`src/rtl/riscv_run_monitor.sv`:
```
// Run controller and statistics monitor for a 5-stage RISC-V pipeline.
// Holds the core in reset, counts run-time events, and ends the run on halt or cycle budget.
module riscv_run_monitor #(
  parameter int XLEN         = 32,
  parameter int CNT_W        = 16,
  parameter int RESET_CYCLES = 1,
  parameter int MAX_CYCLES   = 10,
  parameter int HALT_WINDOW  = 4
) (
  input  logic             clk,
  input  logic             reset,
  input  logic [XLEN-1:0]  pc_ex,
  input  logic [XLEN-1:0]  pc_mem,
  input  logic             pcsrc,
  input  logic [1:0]       forward_a,
  input  logic [1:0]       forward_b,
  input  logic             pipeline_stall,
  output logic             core_reset,
  output logic             running,
  output logic             done,
  output logic             halted,
  output logic             timeout,
  output logic [CNT_W-1:0] cycle_count,
  output logic [CNT_W-1:0] stall_count,
  output logic [CNT_W-1:0] fwd_a_count,
  output logic [CNT_W-1:0] fwd_b_count,
  output logic [CNT_W-1:0] branch_count,
  output logic [XLEN-1:0]  last_pc
);

  localparam int SW  = $clog2(HALT_WINDOW + 1);
  localparam int RCW = $clog2(RESET_CYCLES + 1);

  typedef enum logic [1:0] {RST_CORE, RUN, DONE_S} state_t;

  // Current FSM state; visible hierarchically for checkers.
  state_t          state;
  logic [RCW-1:0]  rst_cnt;
  logic [XLEN-1:0] prev_pc;
  logic            prev_valid;
  logic [SW-1:0]   stable_cnt;

  logic [CNT_W-1:0] cyc_next, stall_next, fwd_a_next, fwd_b_next, branch_next;
  logic [SW-1:0]    stable_next;
  logic             halt_hit, time_hit;

  function automatic logic [CNT_W-1:0] sat_inc(input logic [CNT_W-1:0] v, input logic ev);
    return (ev && (v != {CNT_W{1'b1}})) ? v + CNT_W'(1) : v;
  endfunction

  always_comb begin
    cyc_next    = sat_inc(cycle_count, 1'b1);
    stall_next  = sat_inc(stall_count, pipeline_stall);
    fwd_a_next  = sat_inc(fwd_a_count, forward_a != 2'd0);
    fwd_b_next  = sat_inc(fwd_b_count, forward_b != 2'd0);
    branch_next = sat_inc(branch_count, pcsrc);
    // A stalled or redirected PC is never evidence of a halt.
    if (prev_valid && (pc_ex == prev_pc) && !pipeline_stall && !pcsrc)
      stable_next = stable_cnt + SW'(1);
    else
      stable_next = '0;
    halt_hit = (stable_next == SW'(HALT_WINDOW));
    time_hit = (cyc_next == CNT_W'(MAX_CYCLES));
  end

  always_ff @(posedge clk) begin
    if (reset) begin
      state        <= RST_CORE;
      rst_cnt      <= RCW'(RESET_CYCLES);
      core_reset   <= 1'b1;
      running      <= 1'b0;
      done         <= 1'b0;
      halted       <= 1'b0;
      timeout      <= 1'b0;
      cycle_count  <= '0;
      stall_count  <= '0;
      fwd_a_count  <= '0;
      fwd_b_count  <= '0;
      branch_count <= '0;
      last_pc      <= '0;
      prev_pc      <= '0;
      prev_valid   <= 1'b0;
      stable_cnt   <= '0;
    end else begin
      case (state)
        RST_CORE: begin
          if (rst_cnt <= RCW'(1)) begin
            state      <= RUN;
            core_reset <= 1'b0;
            running    <= 1'b1;
            prev_valid <= 1'b0;
            stable_cnt <= '0;
          end else begin
            rst_cnt <= rst_cnt - RCW'(1);
          end
        end
        RUN: begin
          cycle_count  <= cyc_next;
          stall_count  <= stall_next;
          fwd_a_count  <= fwd_a_next;
          fwd_b_count  <= fwd_b_next;
          branch_count <= branch_next;
          prev_pc      <= pc_ex;
          prev_valid   <= 1'b1;
          stable_cnt   <= stable_next;
          if (halt_hit || time_hit) begin
            state   <= DONE_S;
            done    <= 1'b1;
            running <= 1'b0;
            halted  <= halt_hit;
            timeout <= time_hit;
            last_pc <= pc_mem;
          end
        end
        DONE_S: ;
        default: state <= RST_CORE;
      endcase
    end
  end

endmodule

```
`config.mk`:
```
export PLATFORM = sky130hd
export DESIGN_NAME = riscv_run_monitor
export DESIGN_NICKNAME = d
export VERILOG_FILES = /design/src/rtl/riscv_run_monitor.sv
export SDC_FILE = /design/constraint.sdc
export NUM_CORES = 1
export LEC_CHECK = 0
export BUFFER_PORTS_ARGS = -buffer_cell sky130_fd_sc_hd__buf_2
export CAP_MARGIN = 40
export CORE_ASPECT_RATIO = 0.9
export CORE_UTILIZATION = 37
export CTS_BUF_LIST = sky130_fd_sc_hd__clkbuf_8
export CTS_CLUSTER_SIZE = 20
export DETAILED_ROUTE_END_ITERATION = 8
export GPL_ROUTABILITY_DRIVEN = 0
export GPL_TIMING_DRIVEN = 0
export PLACE_DENSITY_LB_ADDON = 0.3
export SLEW_MARGIN = 20
export SYNTH_ARGS = -nofsm -noshare
export SYNTH_HDL_FRONTEND = slang
export SYNTH_SLANG_ARGS = --single-unit
```
`constraint.sdc`:
```
create_clock -name clk -period 5.7 [get_ports clk]
set_input_delay 0.855 -clock clk [delete_from_list [all_inputs] [get_ports clk]]
set_output_delay 0.855 -clock clk [all_outputs]
set_load 0.01 [all_outputs]
```
==> results of run 1 <==
[power groups by stage]
stage,sequential (mW),combinational [mW],clock [mW]
after CTS,1.12,0.175,0.901
after global placement,1.15,0.173,0
after floorplan,1.15,0.101,0
final,1.12,0.173,0.874
after global routing,1.13,0.194,0.941
after detailed placement,1.15,0.174,0
[flip-flops by register name, summed over array words and instances (netlist names)]
name          flops
done              1
stall_count      16
prev_pc          32
running           1
halted            1
fwd_a_count      16
prev_valid        1
stable_cnt        3
last_pc          32
state             2
cycle_count      16
core_reset        1
timeout           1
fwd_b_count      16
branch_count     16
[layout make-up]
class / count / share of cell area, %
inverters: 12 / 0.497
well taps: 250 / 3.45
repair buffers: 187 / 10.3
clock inverters: 15 / 1.96
multi-input cells: 652 / 44.3
clock buffers: 17 / 2.58
flip-flops and latches: 155 / 34.2
plain buffers: 39 / 2.68
[per-layer routing]
layer  vias to the layer above  wire, um  global-route usage, %
li1                       3341         -                      -
met1                      2997      8930                   25.2
met2                       200      8290                   28.8
met3                        15      1470                   5.64
met4                         0       237                   6.17
met5                         -         0                      0
[synthesized netlist by cell type (all sizes together) (5+ instances only)]
cell type / count / share of area, %
nand2: 110 / 5.8
ha: 6 / 1.0
nor4: 13 / 1.1
dfxtp: 155 / 42
nand3: 31 / 2.3
clkbuf: 33 / 2.2
nand4: 37 / 3.7
or3: 10 / 0.86
nor3: 18 / 1.2
nor2: 98 / 5.0
buf: 6 / 1.1
nand2b: 68 / 5.7
xor2: 39 / 4.6
and4: 11 / 1.3
o21ai: 14 / 0.95
xnor2: 55 / 6.5
a21oi: 53 / 3.6
nor2b: 5 / 0.42
and3: 9 / 0.79
mux2i: 38 / 5.1
inv: 12 / 0.61
[worst register-to-register path, delay by kind of cell, from the launching register on]
family,cells,cell delay [ns]
multiplexers,2,0.60
flip-flops,1,0.50
buffers and inverters,1,0.15
AND/OR/NAND/NOR,5,1.28
adder cells (fa/ha/maj),1,0.39
[worst min-delay path by stage]
stage / slack, ns / endpoint / depth (start not counted) / from
finish: 0.46 / done / 2 / done
global placement: 0.44 / timeout / 2 / timeout
CTS: 0.46 / halted / 2 / halted
global route: 0.48 / halted / 2 / halted
detailed placement: 0.45 / halted / 2 / halted
floorplan: 0.44 / prev_valid / 2 / prev_valid
[kinds of logic (layout without fill, tap and decap cells)]
kind of cell | Yosys count | in the layout | synth area share [%]
AO/OA/AOI/OAI | 87 | 87 | 6.91
XOR/XNOR | 94 | 94 | 11.1
adder cells (fa/ha/maj) | 6 | 6 | 1.01
buffers and inverters | 51 | 270 | 3.89
flip-flops | 155 | 155 | 41.9
multiplexers | 40 | 40 | 5.44
AND/OR/NAND/NOR | 425 | 425 | 29.7
[per-stage QoR]
step | util, % | cell area [um^2]
after floorplan | - | 7400
after global placement | 44.6 | 8650
after detailed placement | 44.6 | 8650
after CTS | 46.7 | 9060
after global routing | 46.7 | 9060
final | 46.7 | 9060
==> out/metrics.cfg, run 1 <==
[cells_and_area]
seq_area_um2=3100
drive_above_1_share_pct=22.9
layoutNonFillerInstCount=1327
final_common_cell=buf_2
antenna_cells=0
layout_common_cells=buf_2, dfxtp_1, nand2_1
n_fill_cell=1948
multi_input_area_um2=4010
area_growth_pct=22.4
nNetsFinal=1142

[die]
die-area_um2=20600
io-pin-count=189
die_w_um=151
dieHeight_um=136
coreArea_um2=19400
initial_core_util_pct=38.2
rows=48

[run_status]
status=finished, final reports clean

[timing]
period_share_pct=52.3
max_freq_mhz=336
setup_tns_ns=0
rsz0062_at_grt=no
fin_ws_ns=2.72
hold_violations=0
min_period_ns=2.98
slew_headroom_pct=55.3
setup_viol=0
worst_pin_slew_ns=0.665
hold_ws_ns=0.460
skew_ns=0.0190
finalMaxSlewViolations=0

[logic_synthesis]
synth-edff-count=0
synth_flop_cell=dfxtp_1
async_reset_ff_share_pct=0
yosysUniqueCellTypes=55
ys.warnings.count=0
syn_inst=858
synth_seq_area_share_pct=41.9
ys_ff_latch=155
syn-num-nets=936
syn_area_um2=7400
avgSynthCellArea_um2=8.63

[worst_setup_path]
endpoint_kind=flip-flop
rr_startpoint=cycle_count[0]
path_buf_inv=1
critical_path.endpoint=last_pc[8]
cpMaxStageDelayCell=dfxtp_1
rrSetupSlack_ns=2.72
crit_arrival_ns=3.36
path_class=flip-flop to flip-flop
cp-startpoint=cycle_count[0]
reg2reg_depth=9
crit_fanout=10
cp_num_cells=9
cp_data_required_time_ns=6.08
path_cells=ha_1 -> nand4_4 -> nor4_1 -> mux2_2 -> nor3_1 -> nand4_4 -> nand2_8 -> buf_12 -> mux2i_1
r2r_end=last_pc[8]
slowest_delay_ns=0.50
critPathTopFamily=simple AND/OR/NAND/NOR gates
crit_top_cell=nand4_4
startpoint_type=flip-flop

[clock_network]
ctsRootBufferMaster=clkbuf_8
cts.path.max_buffers=2
clkTransAtPathRegs_ns=0.09
post_cts_buffers=0
cts_buffers=17
hold_buffers=0
clock_sinks=155
h-tree-depth=4
cts_tree=yes
clock_latency_ns=0.46
cts_resized=0

[detailed_routing]
drc=0
drt_iter0_drc=341
routed_via_density=4.94
final_antenna_net_count=0
wl_per_cell_um=14.3
vias=6553
drt-total-wl_mm=18.9
dr.pass1.iters=5

[power]
internal_power_mw=1.61
switching_share_pct=25.8
clockPowerShare_pct=40.3
pwr-share-comb_pct=8.0
p_leak_nw=3.62
netSwitchingPower_mw=0.560
ir_drop_mv=0.119
p_per_area_nw_per_um2=239
seqPwrFrac_pct=51.7
power_mw=2.17

[place]
dp_slack_ns=2.69
hpwlAfterDp_mm=14.1
port_buffers=187
place_inst=1295

[global_route]
antenna_found_initial=0
grt_pass1_wl_mm=30.3
grt_overflow_total=0
grt_start_max_net_pins=17
grt_pass1_vias=6084
grt.total_usage_pct=18.8

[job]
drv_cap=0

[hold_path]
min_path_type=flip-flop to flip-flop

Note: power is estimated with default switching activity, not from simulation.
==> run 2: changes to the inputs <==
clock period = 2.5 ns   (was 5.7 ns; I/O delays follow)
==> run 2 against run 1 <==
  * Global-route usage shrank 0.34 points
  * Sequential power grew 130%
  * Largest cell class unchanged
  * Clock-buffer cell count is 3 higher
  * Non-clock buffer count rose by 13
  * Highest routed layer unchanged
  * Critical path depth grew 1
  * Clock skew down 0.0039 ns
==> out/metrics.cfg, run 2 (synthesis gave the netlist of run 1 again) <==
[run_status]
status=finished, final reports clean

[power]
seqPwrFrac_pct=52.8
p_per_area_nw_per_um2=517
pwr-share-comb_pct=8.5
ir_drop_mv=0.290
internal_power_mw=3.57
clockPowerShare_pct=38.7
switching_share_pct=26.3
p_leak_nw=3.78
netSwitchingPower_mw=1.27

[global_route]
grt_pass1_vias=5854
grt.total_usage_pct=18.5
antenna_found_initial=0
met3_usage_pct=5.67
grt_overflow_total=0
grt_start_max_net_pins=17
met1_usage_pct=24.7
grtUsageMet2_pct=28.9
grt_pass1_wl_mm=29.7
busiest_layer=met2

[timing]
finalMaxSlewViolations=0
period_share_pct=99.6
rsz0062_at_grt=yes
slew_headroom_pct=56.4
skew_ns=0.0151
setup_viol=0
worst_pin_slew_ns=0.648
min_period_ns=2.49
max_freq_mhz=402
hold_violations=0

[worst_setup_path]
endpoint_kind=flip-flop
path_class=flip-flop to flip-flop
rr_startpoint=cycle_count[0]
crit_arrival_ns=2.86
crit_fanout=7
cp_data_required_time_ns=2.87
cp-startpoint=cycle_count[0]
startpoint_type=flip-flop

[cells_and_area]
layoutNonFillerInstCount=1340
area_growth_pct=26.5
reg.largest.list=last_pc: 32 flops, prev_pc: 32 flops
antenna_cells=0
nNetsFinal=1155
layout_common_cells=buf_2, dfxtp_1, nand2_1
drive_above_1_share_pct=26.6
finish.utilization_pct=48.3
final_common_cell=buf_2

[detailed_routing]
drt_iter0_drc=307
routed_via_density=4.95
wl_per_cell_um=14.3
drt-total-wl_mm=19.2
vias=6630
dr.pass1.iters=4
final_antenna_net_count=0
drc=0

[clock_network]
clkTransAtPathRegs_ns=0.09
cts.path.max_buffers=2
h-tree-depth=4
clock_sinks=155
cts_tree=yes
ctsRootBufferMaster=clkbuf_8
clock_latency_ns=0.45
cts_buffers=17

[hold_path]
min_path_type=primary input to flip-flop
min_from=pc_ex[8]

[die]
io-pin-count=189
rows=48
dieHeight_um=136
die-area_um2=20600
coreArea_um2=19400
initial_core_util_pct=38.2
die_w_um=151

[place]
hpwlAfterDp_mm=14.0
port_buffers=187
place_inst=1295

[job]
drv_cap=0

## run 2: cell count changes in the layout (fill, tap and decap cells not counted), moves of 3 or more
cell | before | now
clkbuf_16 | 0 | 3
dfxtp_2 | 0 | 12
clkinvlp_4 | 6 | 3
buf_4 | 0 | 9
clkbuf_8 | 21 | 24
nor3_2 | 0 | 3
nor3_1 | 18 | 15
nor4_2 | 0 | 4
nor4_1 | 13 | 7
dfxtp_1 | 155 | 141
## run 2: path summary, 6_finish.rpt
| path | to | slack (ns) | cells past startpoint |
|---|---|---|---|
| worst max-delay path | last_pc[2] | 0.01 | 10 |
| worst min-delay path | prev_pc[8] | 0.17 | 3 |
| worst max register to register | last_pc[2] | 0.01 | 10 |
| worst min register to register | timeout | 0.46 | 2 |
## run 2: worst max-delay path: stages (launching register included)
cell and delay, ns:
dfxtp_4 0.37, ha_4 0.16, nand4_4 0.18, buf_12 0.18, nor4_2 0.37, o21ai_1 0.19
nor3_2 0.28, nand4_4 0.17, nand2_8 0.18, clkbuf_16 0.17, mux2i_1 0.17
## run 2: power groups by stage
stage | Sequential, mW | Combinational (mW) | Clock (mW)
after global routing | 2.56 | 0.457 | 2.05
after global placement | 2.62 | 0.394 | 0
after floorplan | 2.62 | 0.232 | 0
after detailed placement | 2.62 | 0.399 | 0
final | 2.55 | 0.409 | 1.87
after CTS | 2.56 | 0.406 | 1.94
## run 2: timing repair
action                     in CTS  in global routing
hold buffers                    0                  0
setup endpoints to repair      40                 55
cloned                          0                  3
resized for setup               6                 31
setup buffers                   3                  8
pin swaps                       3                  8
## run 2: final cells by class
| class | instances | area [um^2] |
|---|---|---|
| clock buffer | 20 | 275 |
| buffer | 38 | 240 |
| tap | 250 | 313 |
| clock inverter | 12 | 114 |
| fill | 1942 | 10000 |
| inverter | 12 | 45.0 |
| multi-input combinational | 652 | 4140 |
| sequential | 155 | 3130 |
| timing repair buffer | 201 | 1110 |
## run 2: through the flow
step | setup TNS [ns] | total power [mW] | cell area (um^2) | hold WS [ns] | setup WS [ns]
2_1_floorplan | 0 | 2.85 | 7420 | 0.437 | 0.0220
3_3_place_gp | -5.26 | 3.01 | 8670 | 0.442 | -0.170
3_5_place_dp | -5.06 | 3.02 | 8670 | 0.452 | -0.189
4_1_cts | 0 | 4.91 | 9110 | 0.141 | 0.00653
5_1_grt | -2.70 | 5.07 | 9360 | 0.144 | -0.113
6_report | 0 | 4.84 | 9360 | 0.173 | 0.0109
## run 2: per-layer routing
layer	part of all wire (%)	wire, um
met1	47	8990
met2	45	8690
met3	6.8	1310
met4	0.99	189
met5	0	0
==> run 3: changes to the inputs <==
ABC_AREA = 1   (was not set)
clock period = 3 ns   (was 2.5 ns; I/O delays follow)
==> run 3 against run 2 <==
  * Synthesized area increased by 11%
  * Power is 10% lower
  * Final cell count rose by 34%
  * Clock-buffer cell count decreased by 3
  * Worst setup slack improved by 0.49 ns
  * Global-route usage up 2.9 points
  * Sequential power decreased by 15%
  * Sequential share of layout area is 2.1 points lower
  * Die area rose by 11%
  * Clock power shrank 12%
  * Critical endpoint is now last_pc[0]
  * Largest cell class unchanged
==> out/metrics.cfg, run 3 <==
[power]
ir_drop_mv=0.273
switching_share_pct=29.6
seqPwrFrac_pct=50.2
pwr-share-comb_pct=11.9
p_leak_nw=4.64
netSwitchingPower_mw=1.28
internal_power_mw=3.06
clockPowerShare_pct=37.9
p_per_area_nw_per_um2=437

[timing]
rsz0062_at_grt=no
setup_tns_ns=0
worst_pin_slew_ns=0.779
skew_ns=0.0190
slew_headroom_pct=47.6
max_freq_mhz=400
setup_viol=0
min_period_ns=2.50
hold_violations=0
hold_ws_ns=0.234
fin_ws_ns=0.500
period_share_pct=83.3
finalMaxSlewViolations=0

[logic_synthesis]
ys.warnings.count=0
synth_simple_gate_area_share_pct=33.0
synth_flop_cell=dfxtp_1
yosysUniqueCellTypes=34
async_reset_ff_share_pct=0
avgSynthCellArea_um2=6.39
synth-compound-area-share_pct=14.4
yosysTopAreaCellShare_pct=37.8
synth_fa_ha_area_share_pct=0.914
synth_seq_area_share_pct=37.8
synth_largest_area_cell=dfxtp_1
synth_mux_area_share_pct=0
synth-xor-area-share_pct=2.45
syn_inst=1285
synth-edff-count=0
synth_top_family_by_area=simple AND/OR/NAND/NOR gates
synth_common_cells=nand2_1, inv_1, nor2_1
ys_top_cells_by_area=dfxtp_1, nand2_1, inv_1
ys_ff_latch=155
syn-num-nets=1363
syn_area_um2=8210
yosysMostFrequentCell=nand2_1

[worst_setup_path]
path_buf_inv=3
crit_fanout=10
crit_arrival_ns=2.86
slowest_delay_ns=0.46
cpMaxStageDelayCell=dfxtp_1
path_class=flip-flop to flip-flop
cp_data_required_time_ns=3.36
startpoint_type=flip-flop
critPathTopFamily=simple AND/OR/NAND/NOR gates
path_cells=ha_1 -> nand2_2 -> nor2_4 -> nand2_4 -> nor2_8 -> inv_4 -> nand2_2 -> inv_2 -> nor2_1 -> nand2_1 -> nor2_1 -> nand2_1 -> nand2_4 -> buf_6 -> nand3_1 -> nand2_1 -> nor2_1
endpoint_kind=flip-flop

[detailed_routing]
drt_iter0_drc=483
routed_via_density=4.79
vias=8614
dr.pass1.iters=5
wl_per_cell_um=13.7
drc=0
drt-total-wl_mm=24.5
final_antenna_net_count=0

[place]
port_buffers=188
hpwlAfterDp_mm=18.7
dp_slack_ns=0.513

[clock_network]
post_cts_buffers=0
cts_resized=0
h-tree-depth=4
hold_buffers=0
cts_buffers=17
cts.path.max_buffers=2
ctsRootBufferMaster=clkbuf_8
clkTransAtPathRegs_ns=0.10
clock_latency_ns=0.47
clock_sinks=155
cts_tree=yes

[die]
rows=51
die_w_um=159
coreArea_um2=21700
dieHeight_um=143
die-area_um2=22800
initial_core_util_pct=37.9
io-pin-count=189

[cells_and_area]
nNetsFinal=1570
n_fill_cell=2328
reg.largest.list=last_pc: 32 flops, prev_pc: 32 flops
drive_above_1_share_pct=16.8
area_growth_pct=20.8
layout_common_cells=nand2_1, buf_2, inv_1
final_common_cell=nand2_1

[global_route]
grt_start_max_net_pins=17
grt_pass1_wl_mm=38.9
grt_pass1_vias=7819
antenna_found_initial=2
grt.total_usage_pct=21.4
grt_overflow_total=0

[hold_path]
min_path_type=primary input to flip-flop

[job]
drv_cap=0

[run_status]
status=finished, final reports clean

## run 3: changes by cell type in the layout (fill, tap and decap cells not counted), moves of 61 or more
cell	delta
nand2_1	+184
inv_1	+176
o21ai_0	+82
nor2_1	+78
a21oi_1	+69
nand2b_1	-68
nand3_1	+61
## run 3: path summary, 6_finish.rpt
kind                  start    endpoint  slack, ns  cells after the start
max          cycle_count[0]  last_pc[0]       0.50                     17
max reg2reg  cycle_count[0]  last_pc[0]       0.50                     17
min                pc_ex[1]  prev_pc[1]       0.23                      3
min reg2reg            done        done       0.47                      2
## run 3: worst register-to-register path: stages, from the launching register on
cell and delay, ns:
dfxtp_1 0.46, ha_1 0.28, nand2_2 0.09, nor2_4 0.15, nand2_4 0.11, nor2_8 0.19, inv_4 0.09, nand2_2 0.10
inv_2 0.03, nor2_1 0.09, nand2_1 0.08, nor2_1 0.09, nand2_1 0.11, nand2_4 0.16, buf_6 0.16, nand3_1 0.08
nand2_1 0.08, nor2_1 0.05
## run 3: per-stage QoR
step | utilization (%) | area, um^2 | cells | total power [mW]
floorplan | - | 8210 | 1285 | 2.54
global placement | 43.9 | 9520 | 1764 | 2.73
detailed placement | 43.9 | 9520 | 1764 | 2.74
CTS | 45.7 | 9920 | 1796 | 4.40
global route | 45.7 | 9920 | 1797 | 4.55
finish | 45.7 | 9920 | 1797 | 4.34
## run 3: area by class of cell
| class | instances | area, um^2 | area share [%] |
|---|---|---|---|
| multi-input combinational | 894 | 4170 | 42.0 |
| sequential | 155 | 3100 | 31.3 |
| timing repair buffer | 188 | 941 | 9.48 |
| inverter | 192 | 723 | 7.29 |
| tap | 291 | 364 | 3.67 |
| clock buffer | 17 | 234 | 2.36 |
| buffer | 44 | 216 | 2.18 |
| clock inverter | 15 | 166 | 1.68 |
| antenna | 1 | 2.50 | 0.0252 |
## run 3: logic make-up (layout without fill, tap and decap cells)
kind of cell               Yosys count  after routing
AOI/OAI and AO/OA                  229            229
xor gates and xnor gates            23             23
adders and majority gates            6              6
buffers and inverters              236            456
DFF                                155            155
other                                0              1
and+or+nand+nor                    636            636
## run 3: metal layers
layer,track usage [%],routed length [um],up-vias
met5,0,0,-
met4,6.73,266,0
met3,5.92,1680,19
met2,34.1,11000,230
met1,28.0,11600,3855
li1,-,-,4510
## run 3: power by group through the flow
stage	clock network [mW]	registers (mW)	logic (mW)
final	1.65	2.18	0.517
after global routing	1.78	2.19	0.588
after CTS	1.71	2.18	0.518
after detailed placement	0	2.22	0.517
after global placement	0	2.22	0.508
after floorplan	0	2.22	0.316
